File: src/rtl/div_issue_ctrl.sv
// Issue/stall controller between the EX stage and an iterative divider.
// Adds divide-by-zero and signed-overflow fast paths and a 1-entry result cache.
//
// Ports:
//   clk, rst_n            clock, async active-low reset
//   req_valid/mulop/a/b   divide/remainder request held by EX
//   flush                 squash of the EX instruction
//   pipeline_stalled      pipeline held by another hazard
//   req_stall             stall request to the pipeline
//   resp_valid/resp_data  result to writeback (valid in DONE only)
//   div_start/a/b/mulop   command to the iterative divider
//   div_pipeline_stalled  divider hold input, tied low
//   div_ready/done/f      divider idle, result valid, result

package div_issue_ctrl_pkg;
    typedef enum logic [2:0] {
        m_div    = 3'd0,
        m_divu   = 3'd1,
        m_rem    = 3'd2,
        m_remu   = 3'd3,
        m_mul    = 3'd4,
        m_mulh   = 3'd5,
        m_mulhsu = 3'd6,
        m_mulhu  = 3'd7
    } mul_ops;
endpackage

module div_issue_ctrl
    import div_issue_ctrl_pkg::*;
(
    input  logic        clk,
    input  logic        rst_n,
    input  logic        req_valid,
    input  mul_ops      req_mulop,
    input  logic [31:0] req_a,
    input  logic [31:0] req_b,
    input  logic        flush,
    input  logic        pipeline_stalled,
    output logic        req_stall,
    output logic        resp_valid,
    output logic [31:0] resp_data,
    output logic        div_start,
    output logic [31:0] div_a,
    output logic [31:0] div_b,
    output mul_ops      div_mulop,
    output logic        div_pipeline_stalled,
    input  logic        div_ready,
    input  logic        div_done,
    input  logic [31:0] div_f
);

    typedef enum logic [2:0] {
        IDLE,
        ISSUE,
        WAIT,
        DRAIN,
        DONE
    } state_t;

    state_t      state_q;
    state_t      state_d;

    logic [31:0] a_q;
    logic [31:0] b_q;
    mul_ops      op_q;
    logic [31:0] res_q;
    logic [31:0] res_d;
    logic        ld_op;
    logic        ld_res;

    logic        c_vld_q;
    logic [31:0] c_a_q;
    logic [31:0] c_b_q;
    mul_ops      c_op_q;
    logic [31:0] c_res_q;
    logic        c_we;
    logic [31:0] c_a_d;
    logic [31:0] c_b_d;
    mul_ops      c_op_d;

    logic        op_ok;
    logic        is_rem;
    logic        is_sgn;
    logic        b_zero;
    logic        ovf;
    logic        fast;
    logic [31:0] fast_res;
    logic        hit;
    logic        accept;
    logic        stall;

    always_comb begin
        op_ok  = 1'b0;
        is_rem = 1'b0;
        is_sgn = 1'b0;
        unique case (req_mulop)
            m_div: begin
                op_ok  = 1'b1;
                is_sgn = 1'b1;
            end
            m_divu: begin
                op_ok  = 1'b1;
            end
            m_rem: begin
                op_ok  = 1'b1;
                is_rem = 1'b1;
                is_sgn = 1'b1;
            end
            m_remu: begin
                op_ok  = 1'b1;
                is_rem = 1'b1;
            end
            default: begin
                op_ok  = 1'b0;
            end
        endcase
    end

    assign accept = req_valid & ~flush & op_ok;
    assign b_zero = (req_b == 32'd0);
    assign ovf    = is_sgn
                  & (req_a == 32'h8000_0000)
                  & (req_b == 32'hFFFF_FFFF);
    assign fast   = b_zero | ovf;

    // Divide by zero wins over overflow; it cannot overlap anyway.
    always_comb begin
        fast_res = 32'd0;
        if (b_zero) begin
            fast_res = is_rem ? req_a : 32'hFFFF_FFFF;
        end else if (ovf) begin
            fast_res = is_rem ? 32'd0 : 32'h8000_0000;
        end
    end

    assign hit = c_vld_q
               & (c_a_q == req_a)
               & (c_b_q == req_b)
               & (c_op_q == req_mulop);

    always_comb begin
        state_d    = state_q;
        stall      = 1'b0;
        resp_valid = 1'b0;
        div_start  = 1'b0;
        ld_op      = 1'b0;
        ld_res     = 1'b0;
        res_d      = div_f;
        c_we       = 1'b0;
        c_a_d      = a_q;
        c_b_d      = b_q;
        c_op_d     = op_q;
        unique case (state_q)
            IDLE: begin
                if (accept) begin
                    stall = 1'b1;
                    ld_op = 1'b1;
                    if (fast | hit) begin
                        ld_res  = 1'b1;
                        res_d   = fast ? fast_res : c_res_q;
                        c_we    = 1'b1;
                        c_a_d   = req_a;
                        c_b_d   = req_b;
                        c_op_d  = req_mulop;
                        state_d = DONE;
                    end else begin
                        state_d = ISSUE;
                    end
                end
            end
            ISSUE: begin
                stall = 1'b1;
                if (flush) begin
                    state_d = IDLE;
                end else if (div_ready) begin
                    div_start = 1'b1;
                    state_d   = WAIT;
                end
            end
            WAIT: begin
                stall = 1'b1;
                if (div_done) begin
                    if (flush) begin
                        state_d = IDLE;
                    end else begin
                        ld_res  = 1'b1;
                        c_we    = 1'b1;
                        state_d = DONE;
                    end
                end else if (flush) begin
                    state_d = DRAIN;
                end
            end
            DRAIN: begin
                // Divider cannot be aborted; let it finish and drop f.
                stall = 1'b1;
                if (div_done) begin
                    state_d = IDLE;
                end
            end
            DONE: begin
                resp_valid = 1'b1;
                if (flush | ~pipeline_stalled) begin
                    state_d = IDLE;
                end
            end
            default: begin
                state_d = IDLE;
            end
        endcase
    end

    always_ff @(posedge clk or negedge rst_n) begin
        if (!rst_n) begin
            state_q <= IDLE;
        end else begin
            state_q <= state_d;
        end
    end

    always_ff @(posedge clk or negedge rst_n) begin
        if (!rst_n) begin
            a_q   <= 32'd0;
            b_q   <= 32'd0;
            op_q  <= m_div;
            res_q <= 32'd0;
        end else begin
            if (ld_op) begin
                a_q  <= req_a;
                b_q  <= req_b;
                op_q <= req_mulop;
            end
            if (ld_res) begin
                res_q <= res_d;
            end
        end
    end

    always_ff @(posedge clk or negedge rst_n) begin
        if (!rst_n) begin
            c_vld_q <= 1'b0;
            c_a_q   <= 32'd0;
            c_b_q   <= 32'd0;
            c_op_q  <= m_div;
            c_res_q <= 32'd0;
        end else if (c_we) begin
            c_vld_q <= 1'b1;
            c_a_q   <= c_a_d;
            c_b_q   <= c_b_d;
            c_op_q  <= c_op_d;
            c_res_q <= res_d;
        end
    end

    // IDLE stall is combinational on req_valid; mask it during reset.
    assign req_stall            = stall & rst_n;
    assign resp_data            = res_q;
    assign div_a                = a_q;
    assign div_b                = b_q;
    assign div_mulop            = op_q;
    assign div_pipeline_stalled = 1'b0;

endmodule
File: config.mk
export PLATFORM = sky130hd
export DESIGN_NAME = div_issue_ctrl
export DESIGN_NICKNAME = d
export VERILOG_FILES = /design/src/rtl/div_issue_ctrl.sv
export SDC_FILE = /design/constraint.sdc
export NUM_CORES = 1
export LEC_CHECK = 0
export ABC_AREA = 1
export BUFFER_PORTS_ARGS = -buffer_cell sky130_fd_sc_hd__buf_2
export CORE_MARGIN = 2
export CORE_UTILIZATION = 55
export CTS_BUF_LIST = sky130_fd_sc_hd__clkbuf_16
export DETAILED_ROUTE_END_ITERATION = 12
export PLACE_DENSITY = 0.91
export SLEW_MARGIN = 30
export SYNTH_ARGS = -nofsm -noshare
export SYNTH_HDL_FRONTEND = slang
export SYNTH_SLANG_ARGS = --single-unit
export TNS_END_PERCENT = 50
File: constraint.sdc
create_clock -name clk -period 2.7 [get_ports clk]
set_clock_uncertainty 0.15 [all_clocks]
set_input_delay 0.675 -clock clk [delete_from_list [all_inputs] [get_ports clk]]
set_output_delay 0.675 -clock clk [all_outputs]
set_load 0.02 [all_outputs]
==> results.toml, run 1 <==
[run_status]
outcome = "complete, no violations"

[clock_network]
insertion_delay_ns = 0.42
root_buffer = "clkbuf_16"
cts.sinks = 170
numCtsBuffers = 17
clockBufferDepth = 2
cts_tree = "built"
htree_levels = 4
postCtsSetupBuffers = 0
clkTransAtPathRegs_ns = 0.07

[drt]
antenna_left = 0
firstDrtPassIters = 7
dr_total_vias = 9740
wl_per_cell_um = 14.1
route.detailed.drc = 0
routed_wl_um = 26300
routed_via_density = 5.22
initialDrtViolationCount = 807

[sta]
min_period_ns = 2.57
min_period_over_period_pct = 95.1
worst_pin_slew_ns = 0.818
maxSlewHeadroom_pct = 45.5
rsz0062_at_grt = "no"
final_max_slew_viol_count = 0
fmax_ghz = 0.389
finalSetupViolCount = 0
final-hold-violation-count = 0

[layout]
layout_common_cells = "611 x nand2_1, 206 x buf_2, 169 x dfrtp_1"
diodes = 0
fillers = 1439
fin_cells = 1865
area_growth_pct = 22.5
final_common_cell = "nand2_1"
final_nets = 1733
stdcell_area_sq_mm = 0.0117
drive_above_1_share_pct = 21.6
finish.utilization_pct = 68.1

[placed_design]
place_area_sq_mm = 0.0111
dp_hpwl_um = 18900
gp_congestion = 0.897
io_buffers = 207
dpl.cell_count = 1833

[power_and_ir_drop]
powerDensity_mw_per_mm2 = 964
ir_worst_vdd_v = 0.000562
leakage_nw = 6.61

[grt]
met1_usage_pct = 38.7
grt_pass1_vias = 9379
top_usage_layer = "met2"
antenna_found_initial = 1
use_met2_pct = 49.5
grt_usage_pct = 29.6
met3_usage_pct = 4.94
grt_pass1_wl_um = 43700
grt_overflow = 0
grt_max_degree = 124

[floorplanning]
fp.dieW_um = 136
die_h_um = 136
dieArea_sq_mm = 0.0184
rows = 48
io_pins = 209
start_util_pct = 55.6
core_sq_mm = 0.0171

[critical_path]
startpoint_type = "input pin"
required_ns = 1.88
end_kind = "output port"
cp.arrival_ns = 1.74
criticalPathCategory = "in -> out"
cp_max_fo = 5

[yosys]
syn_area_per_cell_sq_um = 6.73
synth_seq_area_share_pct = 44.7
synth_nets = 1520
synth_warnings = 0
synth-simple-area-share_pct = 36.4
synth_cells = 1414
synthTopCellsByArea = "dfrtp_1 45%, nand2_1 24%, nand3_1 6.8%"
muxShareOfSynthArea_pct = 0
synth_cell_types = 30
synth_top_family_by_area = "simple AND/OR/NAND/NOR gates"
yosysTopAreaCell = "dfrtp_1"
synth_top_area_share_pct = 44.7
synth_xor_area_share_pct = 1.29
synthAdderAreaFrac_pct = 0
netlist_area_sq_mm = 0.00951
synth_seq_cells = 170
synth_compound_area_share_pct = 6.60

[job]
max-cap-violations = 0

[worst_hold_path]
hp-class = "in -> async"
[synth_stat cells, drive strengths merged]
master   number
nor2         64
inv         195
nand4        23
clkinv        2
o211ai        1
a21oi         3
nor3         11
xor2          1
o21ai       114
o2111ai       2
nand3b        4
dfrtp       170
xnor2        13
conb          1
nand3       130
buf          23
clkbuf       41
o22ai         1
or2           1
nand2       614
[final cells by class]
| class | count | area, sq um | share of cell area [%] |
|---|---|---|---|
| inverter | 197 | 739 | 6.35 |
| clock buffer | 17 | 425 | 3.65 |
| clock inverter | 15 | 151 | 1.30 |
| multi-input combinational | 983 | 4240 | 36.4 |
| tap | 225 | 282 | 2.42 |
| sequential | 170 | 4260 | 36.5 |
| timing repair buffer | 258 | 1560 | 13.4 |
[stage by stage]
stage / power (mW) / setup slack, ns / hold WS, ns / TNS [ns]
after floorplan: 7.24 / 0.389 / 0.229 / 0
after global placement: 8.64 / 0.000415 / 0.299 / 0
after detailed placement: 8.82 / -0.0747 / 0.310 / -3.37
after CTS: 11.3 / 0.101 / 0.281 / 0
after global routing: 12.0 / 0.00448 / 0.277 / 0
final: 11.2 / 0.132 / 0.144 / 0
[path summary, 6_finish.rpt]
check | startpoint | endpoint | slack [ns] | cells past startpoint
worst max-delay path | flush | div_start | 0.13 | 7
worst min-delay path | rst_n | c_res_q[23] | 0.14 | 2
max in group asynchronous | rst_n | c_b_q[3] | 1.57 | 2
min in group clk | c_res_q[16] | c_res_q[16] | 0.32 | 2
worst min register to register | c_res_q[16] | c_res_q[16] | 0.32 | 2
worst max register to register | c_b_q[23] | c_a_q[23] | 0.34 | 15
[repair_timing]
item                                    4_1_cts  5_1_grt
resized for setup                             0        4
hold buffers                                  0        0
endpoints found under the setup margin        0        1
[critical path, cell delays in order]
cell and delay, ns:
buf_2 0.09, inv_1 0.16, nand3_2 0.16, nand2_1 0.11, o2111ai_1 0.15, nor2_1 0.20
buf_2 0.20
[flip-flops by register name (all words and copies together) (netlist names)]
| signal | cells |
|---|---|
| div_a | 32 |
| c_vld_q | 1 |
| div_b | 32 |
| state_q | 3 |
| div_mulop | 3 |
| c_a_q | 32 |
| c_op_q | 3 |
| c_res_q | 32 |
| c_b_q | 32 |
[routing by layer]
metal | share of wire [%] | routed length (um) | vias up
li1 | - | - | 4774
met1 | 42 | 11000 | 4514
met2 | 48 | 12700 | 401
met3 | 7.4 | 1940 | 49
met4 | 2.5 | 670 | 2
met5 | 0.042 | 11 | -
[where the power goes]
part	switching, mW	total (mW)	leakage [nW]	internal, mW
Clock	1.03	2.40	0.271	1.36
Combinational	2.83	4.38	4.15	1.55
Sequential	0.751	4.46	2.20	3.71
Total	4.61	11.2	6.61	6.62
[logic make-up after synthesis]
kind of cell / after synthesis
simple gates: 847
buf+inv: 261
flops: 170
compound gates: 121
xor+xnor: 14
other cells: 1
(Power assumes the default switching activity.)
==> inputs of run 2 (changes only) <==
- PLACE_DENSITY: 0.91 -> 0.85
==> run 2 against run 1 <==
  * Wire length shrank 0.72%
  * Global-route usage down 0.15 points
  * Combinational power fell by 1%
  * Setup slack better by 0.030 ns
  * Die area stayed put
  * Clock power is essentially flat
  * Non-clock buffer count decreased by 17
  * Sequential cell count is the same
  * Sequential power hardly changed
  * Critical path type is now reg -> out
  * Highest routed layer is now met4
==> results.toml, run 2 (synthesized netlist as in run 1, its figures left out) <==
[run_status]
outcome = "complete, no violations"

[grt]
grt_pass1_vias = 9063
grt_pass1_wl_um = 43000
grt_max_degree = 137
antenna_found_initial = 1
grt_usage_pct = 29.5
grt_overflow = 0

[sta]
final-hold-violation-count = 0
min_period_ns = 2.54
finalSetupViolCount = 0
rsz0062_at_grt = "no"
final_max_slew_viol_count = 0
fmax_ghz = 0.394
min_period_over_period_pct = 94.0
fin_tns_setup_ns = 0
maxSlewHeadroom_pct = 45.7
worst_pin_slew_ns = 0.815

[floorplanning]
die_h_um = 136
io_pins = 209
fp.dieW_um = 136
rows = 48
core_sq_mm = 0.0171
dieArea_sq_mm = 0.0184
start_util_pct = 55.6

[critical_path]
cp_max_fo = 6
end_kind = "output port"
required_ns = 1.88
cp.arrival_ns = 1.71
path_buf_inv = 2
startpoint_type = "flip-flop"
critical-path-top-delay-family = "simple AND/OR/NAND/NOR gates"
crit_chain = "nor2_2 > nand2_1 > inv_1 > nand3_1 > o2111ai_1 > nor2_1 > buf_2"
criticalPathCategory = "reg -> out"
slowest_delay_ns = 0.44
cpMaxStageDelayCell = "dfrtp_1"

[clock_network]
numCtsBuffers = 17
postCtsSetupBuffers = 0
root_buffer = "clkbuf_16"
hold_buffers = 0
cts.sinks = 170
cts_tree = "built"
clockBufferDepth = 2
htree_levels = 4
cts_resized = 0
insertion_delay_ns = 0.44
clkTransAtPathRegs_ns = 0.06

[drt]
firstDrtPassIters = 6
route.detailed.drc = 0
routed_wl_um = 26100
routed_via_density = 5.18
wl_per_cell_um = 14.1
dr_total_vias = 9572
initialDrtViolationCount = 780
antenna_left = 0

[placed_design]
dp_hpwl_um = 18100
io_buffers = 207
gp_congestion = 0.895

[power_and_ir_drop]
leakage_nw = 6.54
powerDensity_mw_per_mm2 = 972
ir_worst_vdd_v = 0.000580

[layout]
final_nets = 1716
drive_above_1_share_pct = 20.4
area_growth_pct = 20.7
layout_common_cells = "611 x nand2_1, 206 x buf_2, 170 x dfrtp_1"
final_common_cell = "nand2_1"
finish.utilization_pct = 67.1

[worst_hold_path]
hp-class = "in -> async"

[job]
max-cap-violations = 0
[run 2: cell count changes in the layout (fill, tap and decap cells not counted), sizes merged]
cell / delta
buf: -17
clkinv: +3
clkinvlp: -4
diode: +1
[run 2: worst paths after layout]
| kind | from | end | slack, ns | depth (start not counted) |
|---|---|---|---|---|
| worst min register to register | c_vld_q | c_vld_q | 0.31 | 1 |
| min in group clk | c_vld_q | c_vld_q | 0.31 | 1 |
| worst max-delay path | state_q[0] | div_start | 0.16 | 7 |
| worst max register to register | c_b_q[0] | c_b_q[26] | 0.34 | 15 |
| max in group asynchronous | rst_n | c_a_q[17] | 1.54 | 2 |
| worst min-delay path | rst_n | c_a_q[14] | 0.20 | 2 |
[run 2: cell type report]
class                   count  area [sq um]
multi-input cells         983          4230
diodes                      1          2.50
inverters                 197           739
repair buffers            241          1420
fillers                  1500          5630
flip-flops and latches    170          4250
well taps                 225           282
clock buffers              17           425
clock inverters            14           130
[run 2: routing by layer]
layer	wire (um)	GRT usage, %	share of wire, %	vias up
met4	777	11.4	3.0	0
li1	-	-	-	4736
met3	1630	4.68	6.2	55
met2	12400	49.0	48	373
met5	0	0	0	-
met1	11300	39.0	43	4408
[run 2: per-stage QoR]
stage	cell area (sq um)	worst slack, ns	std cells	hold slack [ns]	power [mW]
final	11500	0.162	1848	0.201	11.2
after global routing	11500	0.0592	1847	0.249	12.0
after CTS	11500	0.148	1847	0.239	11.2
after detailed placement	10900	-0.0977	1816	0.305	8.78
after global placement	10900	-0.0449	1816	0.304	8.64
after floorplan	9510	0.389	1414	0.229	7.24
[run 2: where the power goes]
| group | internal, mW | switching (mW) |
|---|---|---|
| clock network | 1.34 | 1.04 |
| registers | 3.71 | 0.753 |
| logic | 1.53 | 2.79 |
